===== src/rtl/axil_bram_port_rr.sv =====
// Full-duplex AXI4-Lite slave onto one BRAM port: independent one-entry AW/W/AR buffers,
// round-robin arbitration between complete writes and reads, byte-lane writes.
module axil_bram_port_rr #(
    parameter int DATA_WIDTH = 32,
    parameter int ADDR_WIDTH = 10,
    parameter int RD_LATENCY = 1,
    localparam int BL = $clog2(DATA_WIDTH / 8),
    localparam int AXI_AW = ADDR_WIDTH + BL,
    localparam int SW = DATA_WIDTH / 8
) (
    input  logic                  axi_clock,
    input  logic                  rst_n,
    input  logic [AXI_AW-1:0]     s_axil_awaddr,
    input  logic [2:0]            s_axil_awprot,
    input  logic                  s_axil_awvalid,
    output logic                  s_axil_awready,
    input  logic [DATA_WIDTH-1:0] s_axil_wdata,
    input  logic [SW-1:0]         s_axil_wstrb,
    input  logic                  s_axil_wvalid,
    output logic                  s_axil_wready,
    output logic [1:0]            s_axil_bresp,
    output logic                  s_axil_bvalid,
    input  logic                  s_axil_bready,
    input  logic [AXI_AW-1:0]     s_axil_araddr,
    input  logic [2:0]            s_axil_arprot,
    input  logic                  s_axil_arvalid,
    output logic                  s_axil_arready,
    output logic [DATA_WIDTH-1:0] s_axil_rdata,
    output logic [1:0]            s_axil_rresp,
    output logic                  s_axil_rvalid,
    input  logic                  s_axil_rready,
    output logic [ADDR_WIDTH-1:0] bram_addr,
    output logic                  bram_en,
    output logic [SW-1:0]         bram_we,
    output logic [DATA_WIDTH-1:0] bram_din,
    input  logic [DATA_WIDTH-1:0] bram_dout
);

    typedef enum logic [2:0] {IDLE, WR, WRESP, RD, RWAIT, RRESP} state_t;

    state_t                state_reg;
    logic                  last_wr_reg;
    logic [1:0]            wait_cnt_reg;

    logic                  aw_full_reg, w_full_reg, ar_full_reg;
    logic                  aw_full_next, w_full_next, ar_full_next;
    logic                  awready_reg, wready_reg, arready_reg;
    logic [ADDR_WIDTH-1:0] aw_addr_reg, ar_addr_reg;
    logic [DATA_WIDTH-1:0] w_data_reg;
    logic [SW-1:0]         w_strb_reg;

    logic                  bvalid_reg, rvalid_reg;
    logic [DATA_WIDTH-1:0] rdata_reg;
    logic                  bram_en_reg;
    logic [SW-1:0]         bram_we_reg;
    logic [ADDR_WIDTH-1:0] bram_addr_reg;
    logic [DATA_WIDTH-1:0] bram_din_reg;

    logic aw_take, w_take, ar_take, wr_req, rd_req;
    logic unused_bits;

    assign aw_take = s_axil_awvalid & awready_reg;
    assign w_take  = s_axil_wvalid & wready_reg;
    assign ar_take = s_axil_arvalid & arready_reg;
    assign wr_req  = aw_full_reg & w_full_reg;
    assign rd_req  = ar_full_reg;

    // Buffers empty out in the single cycle the FSM spends issuing their access.
    always_comb begin
        aw_full_next = aw_take | (aw_full_reg & (state_reg != WR));
        w_full_next  = w_take | (w_full_reg & (state_reg != WR));
        ar_full_next = ar_take | (ar_full_reg & (state_reg != RD));
    end

    always_ff @(posedge axi_clock or negedge rst_n) begin
        if (!rst_n) begin
            aw_full_reg <= 1'b0;
            w_full_reg  <= 1'b0;
            ar_full_reg <= 1'b0;
            awready_reg <= 1'b0;
            wready_reg  <= 1'b0;
            arready_reg <= 1'b0;
            aw_addr_reg <= '0;
            ar_addr_reg <= '0;
            w_data_reg  <= '0;
            w_strb_reg  <= '0;
        end else begin
            aw_full_reg <= aw_full_next;
            w_full_reg  <= w_full_next;
            ar_full_reg <= ar_full_next;
            awready_reg <= ~aw_full_next;
            wready_reg  <= ~w_full_next;
            arready_reg <= ~ar_full_next;
            if (aw_take) aw_addr_reg <= s_axil_awaddr[AXI_AW-1:BL];
            if (ar_take) ar_addr_reg <= s_axil_araddr[AXI_AW-1:BL];
            if (w_take) begin
                w_data_reg <= s_axil_wdata;
                w_strb_reg <= s_axil_wstrb;
            end
        end
    end

    always_ff @(posedge axi_clock or negedge rst_n) begin
        if (!rst_n) begin
            state_reg     <= IDLE;
            last_wr_reg   <= 1'b0;
            wait_cnt_reg  <= '0;
            bvalid_reg    <= 1'b0;
            rvalid_reg    <= 1'b0;
            rdata_reg     <= '0;
            bram_en_reg   <= 1'b0;
            bram_we_reg   <= '0;
            bram_addr_reg <= '0;
            bram_din_reg  <= '0;
        end else begin
            bram_en_reg <= 1'b0;
            bram_we_reg <= '0;
            case (state_reg)
                IDLE: begin
                    // On contention the side that did not win last time gets the port.
                    if (wr_req && (!rd_req || !last_wr_reg)) begin
                        state_reg     <= WR;
                        last_wr_reg   <= 1'b1;
                        bram_en_reg   <= 1'b1;
                        bram_we_reg   <= w_strb_reg;
                        bram_din_reg  <= w_data_reg;
                        bram_addr_reg <= aw_addr_reg;
                    end else if (rd_req) begin
                        state_reg     <= RD;
                        last_wr_reg   <= 1'b0;
                        bram_en_reg   <= 1'b1;
                        bram_addr_reg <= ar_addr_reg;
                    end
                end
                WR: begin
                    state_reg  <= WRESP;
                    bvalid_reg <= 1'b1;
                end
                WRESP: begin
                    if (s_axil_bready) begin
                        bvalid_reg <= 1'b0;
                        state_reg  <= IDLE;
                    end
                end
                RD: begin
                    state_reg    <= RWAIT;
                    wait_cnt_reg <= 2'(RD_LATENCY - 1);
                end
                RWAIT: begin
                    if (wait_cnt_reg == 2'd0) begin
                        rdata_reg  <= bram_dout;
                        rvalid_reg <= 1'b1;
                        state_reg  <= RRESP;
                    end else begin
                        wait_cnt_reg <= wait_cnt_reg - 2'd1;
                    end
                end
                RRESP: begin
                    if (s_axil_rready) begin
                        rvalid_reg <= 1'b0;
                        state_reg  <= IDLE;
                    end
                end
                default: state_reg <= IDLE;
            endcase
        end
    end

    assign s_axil_awready = awready_reg;
    assign s_axil_wready  = wready_reg;
    assign s_axil_arready = arready_reg;
    assign s_axil_bvalid  = bvalid_reg;
    assign s_axil_bresp   = 2'b00;
    assign s_axil_rvalid  = rvalid_reg;
    assign s_axil_rresp   = 2'b00;
    assign s_axil_rdata   = rdata_reg;
    assign bram_en        = bram_en_reg;
    assign bram_we        = bram_we_reg;
    assign bram_addr      = bram_addr_reg;
    assign bram_din       = bram_din_reg;

    // Protection bits and byte offsets carry no meaning for a word-wide BRAM.
    assign unused_bits = ^{s_axil_awprot, s_axil_arprot,
                           s_axil_awaddr[BL-1:0], s_axil_araddr[BL-1:0]};

endmodule


===== config.mk =====
export PLATFORM = sky130hd
export DESIGN_NAME = axil_bram_port_rr
export DESIGN_NICKNAME = d
export VERILOG_FILES = /design/src/rtl/axil_bram_port_rr.sv
export SDC_FILE = /design/constraint.sdc
export NUM_CORES = 1
export LEC_CHECK = 0
export ABC_AREA = 0
export BUFFER_PORTS_ARGS = -buffer_cell sky130_fd_sc_hd__buf_4
export CAP_MARGIN = 15
export CORE_MARGIN = 4
export CORE_UTILIZATION = 35
export CTS_CLUSTER_SIZE = 40
export DETAILED_ROUTE_END_ITERATION = 6
export GPL_ROUTABILITY_DRIVEN = 0
export PLACE_DENSITY = 0.59
export SLEW_MARGIN = 15
export SYNTH_ARGS = -nofsm -noshare
export SYNTH_HDL_FRONTEND = slang
export SYNTH_SLANG_ARGS = --single-unit

===== constraint.sdc =====
create_clock -name axi_clock -period 2.1 [get_ports axi_clock]
set_clock_uncertainty 0.1 [all_clocks]
set_input_delay 0.42 -clock axi_clock [delete_from_list [all_inputs] [get_ports axi_clock]]
set_output_delay 0.42 -clock axi_clock [all_outputs]
set_load 0.01 [all_outputs]

# ---- Word level (Yosys, flattened, before mapping)
# Index checks and enable logic that the tools add are counted.
dict set report totals {
  ff_bits 149
  inputBits 105
  out_inout_bits 88
  elab_cells 85
}
dict set report classes {
  addsub 1
  n_eq_ne 12
  muxes 22
  n_bitwise 13
  reduce_logical 17
}
# op n
set ops {}
lappend ops {{2-to-1 mux 10 bit} 2}
lappend ops {{one-hot mux 3 bit (6 select lines)} 1}
lappend ops {{2-to-1 mux 3 bit} 5}
lappend ops {{AND reduction 2 bit} 5}
lappend ops {{2-to-1 mux 1 bit} 8}
lappend ops {{2-to-1 mux 4 bit} 2}
lappend ops {{inequality test 2 bit (second input constant)} 4}
lappend ops {{nonzero test 2 bit} 4}
lappend ops {{bitwise AND 1 bit} 7}
lappend ops {{== test 3 x 2 -> 1 bit (second input constant)} 2}
lappend ops {{== test 3 bit (second input constant)} 2}
lappend ops {{one-hot mux 1 bit (2 select lines)} 2}
lappend ops {{one-hot mux 2 bit (2 select lines)} 1}
lappend ops {{AND reduction 4 bit} 1}
lappend ops {{== test 3 x 1 -> 1 bit (second input constant)} 1}
lappend ops {{zero test 3 bit} 1}
lappend ops {{inequality test 3 x 1 -> 1 bit (second input constant)} 1}
lappend ops {{inequality test 3 x 2 -> 1 bit (second input constant)} 1}
lappend ops {{inequality test 3 bit (second input constant)} 1}
lappend ops {{NOT 1 bit} 3}
lappend ops {{OR 1 bit} 3}
lappend ops {{AND reduction 3 bit} 1}
lappend ops {{zero test 1 bit} 2}
lappend ops {{zero test 2 bit} 1}
lappend ops {{4 further kinds} 4}

# ---- Longest topological paths before layout
# Gate-level depths: netlist of the first run.
dict set report depth {
  word_depth 5
  depth_mapped 6
  depth_no_buf 5
}

# ---- Worst setup path after synthesis of the first run
# Ideal clock, no wire load.
dict set report synth_path {
  path_kind {reg2reg}
  start {register state_reg[0]}
  end {register bram_din_reg[10], in the netlist bram_din[10]}
  setup_time_ns 0.125
  arrival_time_ns 1.533
  required_time_ns 1.875
  path_slack_ns 0.342
  path_stages_with_launch 6
  n_path_buf 2
  period_less_slack_ns 1.758
  path_cell_list {dfrtp_1 -> nor3_2 -> or3b_1 -> buf_4 -> buf_6 -> mux2_4}
}
dict set report synth_between {
  elab_chain_len 2
}
# element line
set synth_lines {}
lappend synth_lines {{from (decl)} 41} ;# state_t state_reg;
lappend synth_lines {{from (signal assigned)} 105} ;# state_reg <= IDLE;
lappend synth_lines {{from (signal assigned)} 122} ;# state_reg <= WR;
lappend synth_lines {{from (signal assigned)} 129} ;# state_reg <= RD;
lappend synth_lines {{zero test 3 bit} 118} ;# case (state_reg)
lappend synth_lines {{AND reduction 2 bit (no source line)} --}
lappend synth_lines {{to (signal assigned)} 126} ;# bram_din_reg <= w_data_reg;
lappend synth_lines {{to (decl)} 57} ;# logic [DATA_WIDTH-1:0] bram_din_reg;
# Every way passes these cells.
# A chain may end at the register's enable or synchronous reset.

# ---- Final worst setup path of the first run
dict set report layout_path {
  start {register state_reg[0]}
  end {register bram_din_reg[16], in the netlist bram_din[16]}
}
# The elaborated chain is that of the path after synthesis.

==> results of run 1 <==
## cell type report
class | count | area (um^2)
Fill cell | 1449 | 8390
Sequential cell | 149 | 3730
Multi-Input combinational cell | 221 | 2030
Timing Repair Buffer | 194 | 1510
Clock buffer | 19 | 433
Tap cell | 220 | 275
Clock inverter | 13 | 183
Inverter | 9 | 33.8
## Yosys cell counts
cell type,count,share of area
sky130_fd_sc_hd__dfrtp_1,149,0.63
sky130_fd_sc_hd__mux2_2,93,0.18
sky130_fd_sc_hd__mux2_4,25,0.063
sky130_fd_sc_hd__a21oi_1,17,0.014
sky130_fd_sc_hd__clkbuf_1,14,0.0089
sky130_fd_sc_hd__nand2_1,14,0.0089
sky130_fd_sc_hd__o21ai_0,11,0.0093
sky130_fd_sc_hd__or3b_2,11,0.016
sky130_fd_sc_hd__a31oi_1,10,0.011
sky130_fd_sc_hd__nor2_1,10,0.0063
sky130_fd_sc_hd__inv_1,9,0.0057
sky130_fd_sc_hd__and2_1,5,0.0053
sky130_fd_sc_hd__buf_4,5,0.0063
sky130_fd_sc_hd__buf_2,4,0.0034
sky130_fd_sc_hd__buf_6,3,0.0057
sky130_fd_sc_hd__nand2b_1,3,0.0032
sky130_fd_sc_hd__buf_1,2,0.0013
sky130_fd_sc_hd__mux2_1,2,0.0038
sky130_fd_sc_hd__nand3b_1,2,0.0025
sky130_fd_sc_hd__nor3b_1,2,0.0025
sky130_fd_sc_hd__a21o_1,1,0.0013
sky130_fd_sc_hd__a221oi_1,1,0.0015
sky130_fd_sc_hd__a311oi_1,1,0.0015
sky130_fd_sc_hd__and3_1,1,0.0011
sky130_fd_sc_hd__and4b_1,1,0.0017
sky130_fd_sc_hd__conb_1,1,0.00063
sky130_fd_sc_hd__ha_1,1,0.0021
sky130_fd_sc_hd__nor2b_1,1,0.0011
sky130_fd_sc_hd__nor3_1,1,0.00084
sky130_fd_sc_hd__nor3_2,1,0.0017
sky130_fd_sc_hd__o211ai_1,1,0.0013
sky130_fd_sc_hd__o2bb2ai_1,1,0.0015
sky130_fd_sc_hd__or3b_1,1,0.0015
## stage by stage
step	power, mW	setup slack [ps]	util	hold slack [ps]
6_report	13.2	218	0.494	124
5_1_grt	14.0	159	0.494	102
4_1_cts	13.4	215	0.494	100
3_5_place_dp	10.2	226	0.457	274
3_3_place_gp	9.99	239	0.457	271
2_1_floorplan	7.98	342	-	24.4
## layer usage
layer / vias up / GRT usage / part of all wire
met5: - / 0 / 0
met4: 0 / 0.0608 / 0.018
met3: 17 / 0.0487 / 0.063
met2: 126 / 0.234 / 0.50
met1: 1866 / 0.164 / 0.42
li1: 1784 / - / -
## power by group
group          internal, mW  switching [mW]
Clock                  1.98            1.16
Sequential             4.31           0.755
Combinational          2.91            2.04
## how the worst max path moves through the flow
stage / startpoint / to / slack [ps] / cells after the start
5_1_grt: state_reg[0] / bram_din[16] / 160 / 4
3_3_place_gp: state_reg[0] / bram_din[27] / 240 / 4
2_1_floorplan: state_reg[0] / bram_din[10] / 340 / 5
4_1_cts: state_reg[0] / bram_din[27] / 210 / 4
6_report: state_reg[0] / bram_din[16] / 220 / 4
3_5_place_dp: state_reg[0] / bram_din[15] / 230 / 4
## cells by family after synthesis
group                      count (synthesis)  synth area share
DFF                                      149             0.629
other                                      1          0.000632
adders and majority gates                  1           0.00211
and+or+nand+nor                           53            0.0527
buffers and inverters                     37            0.0312
muxes                                    120             0.244
AOI/OAI and AO/OA                         43            0.0411
## timing repair
action                    in CTS  in global routing
hold buffers                   1                  0
setup buffers                  0                  0
hold endpoints to repair      38                  0
## cell usage in the layout (no fill, tap or decap), types with 5 or more instances in the layout
cell,netlist,routed
sky130_fd_sc_hd__a31oi_1,10,10
sky130_fd_sc_hd__nor2_1,10,10
sky130_fd_sc_hd__nand2_1,14,13
sky130_fd_sc_hd__buf_4,5,188
sky130_fd_sc_hd__dfrtp_1,149,149
sky130_fd_sc_hd__mux2_2,93,93
sky130_fd_sc_hd__inv_1,9,9
sky130_fd_sc_hd__clkbuf_16,0,17
sky130_fd_sc_hd__or3b_2,11,12
sky130_fd_sc_hd__o21ai_0,11,11
sky130_fd_sc_hd__a21oi_1,17,17
sky130_fd_sc_hd__mux2_4,25,25
sky130_fd_sc_hd__and2_1,5,5
==> run_results.csv, run 1 <==
group,metric,value,unit
cts,cts.clk_slew.worst_paths,60,ps
critical_path,crit_path_max_incr_delay,500,ps
critical_path,critical_path.reg2reg.startpoint,"state_reg[0]",
cells_and_area,layout_area_overhead,38.2,%
timing,min_cycle_time_layout,1880,ps
critical_path,critical-path-top-delay-family,"simple AND/OR/NAND/NOR gates",
status,outcome,"finished, final reports clean",
cts,cts.htree.levels,4,
cells_and_area,finish.cell_count_without_fillers,825,
timing,finalSetupViolations,0,
cts,number_of_buffers_inserted_during_clock_tree_synthesis,17,
cells_and_area,final_area,8200,um^2
timing,slew_viol_final,0,
global_routing,global_route.overflow_total,0,
floorplan,rows,47,
detailed_routing,route.detailed.drc,0,
global_routing,grt_start_max_net_pins,44,
detailed_routing,detailedRoute.firstPassIterationCount,4,
cells_and_area,fin_nets,698,
timing,hold_viol,0,
cts,cts.sinks,149,
detailed_routing,vias_per_cell,4.60,
hold_path,hold-path-cell-count,2,
power,p_leak,3.89,nW
critical_path,worstPathBufferInverterCount,1,
floorplan,die_height,138,um
detailed_routing,route.detailed.wl_per_inst,15.9,um
detailed_routing,finalWirelength,13100,um
global_routing,grt.total_usage,0.140,
cts,clock_insertion_delay_worst_skew,410,ps
hold_path,worstHoldEndpoint,"s_axil_rdata[4]",
critical_path,critical_path.cell_chain,"nor3_2, or3b_2, buf_12, mux2_4",
detailed_routing,num_vias,3793,
synth,synth_cell_types,33,
power,cellPowerDensity,1600,nW/um^2
timing,setup_repair_after_global_routing_missed_its_margin,"no",
synth,postSynthRegisterBits,149,
floorplan,fp.dieArea,19100,um^2
global_routing,antenna_found_initial,0,
critical_path,crit_path_top_delay_cell,"sky130_fd_sc_hd__or3b_2",
cts,cts_resized,0,
placed_design,place.port_buffers,178,
floorplan,core_region_area,16600,um^2
floorplan,chipWidth,138,um
critical_path,crit_arrival,2080,ps
placed_design,placedInstanceArea,7570,um^2
run,number_of_max_capacitance_violations_reported,0,
synth,avgSynthCellArea,14.7,um^2
synth,syn-cell-area,5930,um^2
floorplan,floorplan.initialDensity,0.358,
global_routing,first_pass_grt_wire_length,21500,um
hold_path,holdCritStartpoint,"bram_dout[4]",
cts,cts-root-buf,"sky130_fd_sc_hd__clkbuf_16",
detailed_routing,route.antenna.remaining_nets,0,
placed_design,placed_cells_incl_taps,792,
cts,cts_tree,"yes",
critical_path,rrSetupSlack,220,ps
critical_path,path_class,"reg2reg",
timing,finalCritPeriodShare,0.896,
synth,synthCells,404,
global_routing,grt_pass1_vias,4238,
critical_path,setup.worst_path.end_class,"flop",
timing,fin_setup_tns,0,ps
detailed_routing,detail_route.iter0.violations,132,
critical_path,reg2reg_depth,4,
floorplan,floorplan.io_pins,193,
synth,yosysSeqAreaShare,0.629,
cells_and_area,antenna_cells,0,
critical_path,critical_path.reg2reg.endpoint,"bram_din[16]",
timing,fmaxAchievable,0.531,GHz
critical_path,timing.critical_path.required,2300,ps
cells_and_area,layout-drive-gt1-share,0.587,
synth,yosysWarningCount,0,
critical_path,startpoint_type,"flop",
cts,clock_path_buffers,2,
hold_path,hold_class,"in2reg",
power,ir_drop,0.789,mV
critical_path,path_max_fanout,37,
placed_design,place_hpwl,9520,um
Note: power is estimated with default switching activity, not from simulation.
==> run 2, diff against run 1 <==
--- a/config.mk
+++ b/config.mk
@@ -9,11 +9,12 @@
 export BUFFER_PORTS_ARGS = -buffer_cell sky130_fd_sc_hd__buf_4
 export CAP_MARGIN = 15
 export CORE_MARGIN = 4
-export CORE_UTILIZATION = 35
+export CORE_UTILIZATION = 40
+export CTS_CLUSTER_DIAMETER = 200
 export CTS_CLUSTER_SIZE = 40
 export DETAILED_ROUTE_END_ITERATION = 6
 export GPL_ROUTABILITY_DRIVEN = 0
-export PLACE_DENSITY = 0.59
+export PLACE_DENSITY = 0.65
 export SLEW_MARGIN = 15
 export SYNTH_ARGS = -nofsm -noshare
 export SYNTH_HDL_FRONTEND = slang
==> run 2 against run 1 <==
Sequential power about the same; first-iteration DRC count down 17%; worst setup slack worse by 19 ps; cell area down 0.70%; utilization up 6.6 points; wire length down 2.3%; sequential share of layout area up 0.32 points; count of clock-buffer cells in the layout up 2.
==> run_results.csv, run 2 (synthesized netlist as in run 1, its figures left out) <==
group,metric,value,unit
timing,fmaxAchievable,0.526,GHz
cts,clock_path_buffers,2,
global_routing,first_pass_grt_wire_length,20600,um
floorplan,rows,44,
timing,hold_viol,0,
placed_design,placedInstanceArea,7540,um^2
timing,finalSetupViolations,0,
cells_and_area,final_core_util,0.560,
critical_path,timing.critical_path.required,2290,ps
detailed_routing,num_vias,3819,
cells_and_area,final_area,8140,um^2
global_routing,global_route.usage.met1,0.199,
cells_and_area,layout.cells.most_common,"sky130_fd_sc_hd__buf_4",
critical_path,path_class,"reg2reg",
global_routing,grt_start_max_net_pins,51,
cts,cts.clk_slew.worst_paths,60,ps
timing,fin_setup_tns,0,ps
power,cellPowerDensity,1610,nW/um^2
cts,clock_insertion_delay_worst_skew,410,ps
floorplan,die_height,130,um
cts,cts.sinks,149,
critical_path,setup.worst_path.end_class,"flop",
detailed_routing,detailedRoute.firstPassIterationCount,4,
cts,cts-root-buf,"sky130_fd_sc_hd__clkbuf_16",
hold_path,hold_class,"in2reg",
placed_design,place_hpwl,9450,um
cells_and_area,antenna_cells,0,
timing,slew_viol_final,0,
run,number_of_max_capacitance_violations_reported,0,
timing,finalCritPeriodShare,0.905,
cts,cts_tree,"yes",
detailed_routing,route.detailed.drc,0,
cts,cts_resized,0,
floorplan,floorplan.io_pins,193,
cells_and_area,most_frequent_cells_in_the_layout,"sky130_fd_sc_hd__buf_4 (187), sky130_fd_sc_hd__dfrtp_1 (149), sky130_fd_sc_hd__mux2_2 (93), sky130_fd_sc_hd__mux2_4 (25)",
power,p_leak,3.90,nW
global_routing,antenna_found_initial,0,
cells_and_area,layout.filler_cells,1231,
detailed_routing,finalWirelength,12800,um
detailed_routing,detail_route.iter0.violations,109,
cts,cts.htree.levels,4,
placed_design,placed_cells_incl_taps,756,
cells_and_area,fin_nets,698,
critical_path,crit_arrival,2090,ps
detailed_routing,route.antenna.remaining_nets,0,
cells_and_area,layout_area_overhead,37.2,%
timing,hold-worst-slack,133,ps
cells_and_area,finish.cell_count_without_fillers,788,
cells_and_area,layout-drive-gt1-share,0.586,
cts,number_of_buffers_inserted_during_clock_tree_synthesis,17,
timing,max_slew_margin,0.661,
status,outcome,"finished, final reports clean",
global_routing,grt_pass1_vias,4049,
floorplan,core_region_area,14500,um^2
timing,setup_repair_after_global_routing_missed_its_margin,"no",
cts,postCtsSetupBuffers,0,
floorplan,fp.dieArea,16800,um^2
global_routing,globalRouteMet2Util,0.258,
critical_path,path_max_fanout,19,
global_routing,most_crowded_layer_gr,"met2",
global_routing,global_route.usage.met3,0.0487,
detailed_routing,route.detailed.wl_per_inst,16.3,um
timing,min_cycle_time_layout,1900,ps
global_routing,grt.total_usage,0.158,
floorplan,chipWidth,130,um
floorplan,floorplan.initialDensity,0.408,
critical_path,startpoint_type,"flop",
timing,max_slew.worst_pin.slew,507,ps
power,ir_drop,0.638,mV
global_routing,global_route.overflow_total,0,
placed_design,place.port_buffers,178,
detailed_routing,vias_per_cell,4.85,
[run 2: layout make-up]
class                      count  area (um^2)  share of cell area
tap                          184          230              0.0283
clock inverter                10          130              0.0160
timing repair buffer         194         1530               0.187
clock buffer                  21          460              0.0566
sequential                   149         3730               0.458
inverter                       9         33.8             0.00415
multi-input combinational    221         2030               0.250
[run 2: final timing paths]
path | start | endpoint | slack, ps | cells after the start
setup / recovery | state_reg[0] | bram_din[27] | 200 | 4
hold / removal | bram_dout[5] | s_axil_rdata[5] | 130 | 2
setup reg to reg | state_reg[0] | bram_din[27] | 200 | 4
hold reg to reg | w_strb_reg[3] | bram_we[3] | 390 | 2
max in group asynchronous | rst_n | s_axil_rdata[11] | 890 | 3
min in group asynchronous | rst_n | s_axil_rdata[2] | 390 | 2
[run 2: report_power, final]
part           internal, mW  switching [mW]
Sequential             4.31           0.753
Combinational          2.94            2.05
Clock                  1.91            1.09
[run 2: per-layer routing]
layer / share of wire / wire (um) / vias to the layer above
li1: - / - / 1786
met1: 0.41 / 5280 / 1911
met2: 0.51 / 6580 / 110
met3: 0.062 / 799 / 12
met4: 0.014 / 174 / 0
met5: 0 / 0 / -
[run 2: repair_timing]
action | 4_1_cts | 5_1_grt
hold buffers | 1 | 0
endpoints found under the hold margin | 33 | 0
endpoints found under the setup margin | 0 | 0
[run 2: critical path: stages, from the launching register on]
cell	delay, ps
sky130_fd_sc_hd__dfrtp_1	380
sky130_fd_sc_hd__nor3_2	230
sky130_fd_sc_hd__or3b_2	550
sky130_fd_sc_hd__buf_12	200
sky130_fd_sc_hd__mux2_4	300
[run 2: through the flow]
| step | total power [mW] | worst slack [ps] |
|---|---|---|
| 4_1_cts | 13.3 | 184 |
| 3_5_place_dp | 10.2 | 205 |
| 3_3_place_gp | 9.99 | 247 |
| 2_1_floorplan | 7.98 | 342 |
| 6_report | 13.1 | 199 |
| 5_1_grt | 14.0 | 143 |
==> run 3, diff against run 2 <==
--- a/config.mk
+++ b/config.mk
@@ -6,15 +6,15 @@
 export NUM_CORES = 1
 export LEC_CHECK = 0
 export ABC_AREA = 0
-export BUFFER_PORTS_ARGS = -buffer_cell sky130_fd_sc_hd__buf_4
+export BUFFER_PORTS_ARGS = -buffer_cell sky130_fd_sc_hd__buf_2
 export CAP_MARGIN = 15
 export CORE_MARGIN = 4
-export CORE_UTILIZATION = 40
+export CORE_UTILIZATION = 50
 export CTS_CLUSTER_DIAMETER = 200
 export CTS_CLUSTER_SIZE = 40
 export DETAILED_ROUTE_END_ITERATION = 6
 export GPL_ROUTABILITY_DRIVEN = 0
-export PLACE_DENSITY = 0.65
+export PLACE_DENSITY = 0.79
 export SLEW_MARGIN = 15
 export SYNTH_ARGS = -nofsm -noshare
 export SYNTH_HDL_FRONTEND = slang
==> run 3 against run 2 <==
Sequential power about the same; via count about the same; first-iteration DRC count increased by 76%; utilization increased by 9.9 points; combinational power decreased by 10%; clock power decreased by 7.6%; wire length decreased by 5.2%; critical path depth unchanged; register-to-register slack improved by 30 ps; cell count decreased by 5.5%; sequential share of layout area increased by 3.3 points; highest routed layer unchanged.
==> run_results.csv, run 3 (synthesized netlist as in run 1, its figures left out) <==
group,metric,value,unit
status,outcome,"finished, final reports clean",
timing,fin_setup_tns,0,ps
cts,cts_tree,"yes",
critical_path,reg2reg_depth,4,
detailed_routing,finalWirelength,12200,um
critical_path,critical_path.reg2reg.startpoint,"state_reg[0]",
floorplan,core_region_area,11500,um^2
global_routing,grt.total_usage,0.184,
cells_and_area,finish.cell_count_without_fillers,745,
cts,clock_insertion_delay_worst_skew,410,ps
floorplan,floorplan.initialDensity,0.515,
cells_and_area,fin_nets,698,
cells_and_area,most_frequent_cells_in_the_layout,"sky130_fd_sc_hd__buf_2 (177), sky130_fd_sc_hd__dfrtp_1 (149), sky130_fd_sc_hd__mux2_2 (93), sky130_fd_sc_hd__mux2_4 (25)",
timing,hold_viol,0,
hold_path,hold_class,"in2reg",
hold_path,holdCritStartpoint,"bram_dout[4]",
detailed_routing,route.detailed.wl_per_inst,16.3,um
critical_path,critical_path_depth,4,
critical_path,path_max_fanout,36,
cells_and_area,layout.filler_cells,861,
hold_path,hold-path-cell-count,2,
critical_path,crit_arrival,2060,ps
critical_path,rrSetupSlack,230,ps
critical_path,crit_path_top_delay_cell,"sky130_fd_sc_hd__or3b_2",
detailed_routing,detailedRoute.firstPassIterationCount,4,
timing,fmaxAchievable,0.534,GHz
cts,cts_resized,0,
cts,cts-root-buf,"sky130_fd_sc_hd__clkbuf_16",
floorplan,chipWidth,117,um
global_routing,global_route.overflow_total,0,
floorplan,rows,39,
critical_path,path_class,"reg2reg",
global_routing,globalRouteMet2Util,0.305,
run,number_of_max_capacitance_violations_reported,0,
detailed_routing,vias_per_cell,5.13,
hold_path,worstHoldEndpoint,"s_axil_rdata[4]",
global_routing,most_crowded_layer_gr,"met2",
timing,finalSetupViolations,0,
critical_path,critical_path.cell_chain,"nor3_2, or3b_2, buf_12, mux2_4",
placed_design,place.port_buffers,178,
cells_and_area,layout-drive-gt1-share,0.581,
floorplan,die_height,117,um
critical_path,critical_path.reg2reg.endpoint,"bram_din[6]",
global_routing,first_pass_grt_wire_length,19600,um
global_routing,global_route.usage.met3,0.0550,
cells_and_area,antenna_cells,0,
placed_design,placed_cells_incl_taps,715,
global_routing,antenna_found_initial,0,
global_routing,global_route.usage.met1,0.218,
cells_and_area,multi_input_logic_area,2030,um^2
power,ir_drop,0.839,mV
timing,min_cycle_time_layout,1870,ps
critical_path,setup.worst_path.end_class,"flop",
placed_design,place_hpwl,8850,um
cts,cts.htree.levels,4,
timing,slew_viol_final,0,
cts,cts.sinks,149,
power,p_leak,3.73,nW
detailed_routing,route.detailed.drc,0,
cells_and_area,layout.cells.most_common,"sky130_fd_sc_hd__buf_2",
cells_and_area,layout.area.seq,3730,um^2
timing,setup_repair_after_global_routing_missed_its_margin,"no",
critical_path,startpoint_type,"flop",
critical_path,critical-path-top-delay-family,"simple AND/OR/NAND/NOR gates",
critical_path,crit_path_max_incr_delay,510,ps
cts,cts.clk_slew.worst_paths,60,ps
cts,number_of_buffers_inserted_during_clock_tree_synthesis,17,
cts,clock_path_buffers,2,
global_routing,grt_pass1_vias,4155,
detailed_routing,route.antenna.remaining_nets,0,
detailed_routing,num_vias,3822,
global_routing,grt_start_max_net_pins,49,
cts,number_of_buffers_inserted_by_hold_repair_at_cts,1,
critical_path,timing.critical_path.required,2290,ps
floorplan,floorplan.io_pins,193,
power,cellPowerDensity,1620,nW/um^2
cells_and_area,layout_area_overhead,27.9,%
cts,postCtsSetupBuffers,0,
floorplan,fp.dieArea,13700,um^2
detailed_routing,detail_route.iter0.violations,192,
timing,finalCritPeriodShare,0.892,
critical_path,worstPathBufferInverterCount,1,
run 3: cell count changes in the layout (fill, tap and decap cells not counted):
cell,previous run,this run
sky130_fd_sc_hd__clkinvlp_4,2,1
sky130_fd_sc_hd__clkinv_2,5,2
sky130_fd_sc_hd__buf_4,187,11
sky130_fd_sc_hd__clkbuf_1,2,4
sky130_fd_sc_hd__buf_2,0,177
sky130_fd_sc_hd__buf_12,5,4
sky130_fd_sc_hd__clkbuf_8,2,4
sky130_fd_sc_hd__bufinv_16,3,1
run 3: power by group:
part / internal (mW) / switching (mW)
logic: 2.46 / 2.05
registers: 4.31 / 0.726
clock network: 1.73 / 1.05
run 3: metrics by stage:
step | utilization | worst slack [ps] | total power, mW | area, um^2 | hold slack [ps]
6_report | 0.659 | 227 | 12.3 | 7590 | 137
5_1_grt | 0.659 | 164 | 13.2 | 7590 | 115
4_1_cts | 0.659 | 224 | 12.5 | 7590 | 119
3_5_place_dp | 0.611 | 242 | 9.65 | 7030 | 293
3_3_place_gp | 0.611 | 242 | 9.37 | 7030 | 290
2_1_floorplan | - | 342 | 7.98 | 5940 | 24.4
run 3: routing by layer:
metal  vias up  share of wire
met4         0          0.026
li1       1773              -
met3        25          0.071
met1      1893           0.40
met5         -              0
met2       131           0.50
run 3: worst max path at each step:
| stage | startpoint | end |
|---|---|---|
| 2_1_floorplan | state_reg[0] | bram_din[10] |
| 3_3_place_gp | state_reg[0] | bram_din[16] |
| 3_5_place_dp | state_reg[0] | bram_din[16] |
| 4_1_cts | state_reg[0] | bram_din[24] |
| 5_1_grt | state_reg[0] | bram_din[6] |
| 6_report | state_reg[0] | bram_din[6] |
run 3: area by class of cell:
class,count,share of cell area
Clock inverter,4,0.00627
Sequential cell,149,0.492
Inverter,9,0.00445
Clock buffer,25,0.0653
Multi-Input combinational cell,221,0.268
Tap cell,143,0.0236
Timing Repair Buffer,194,0.141
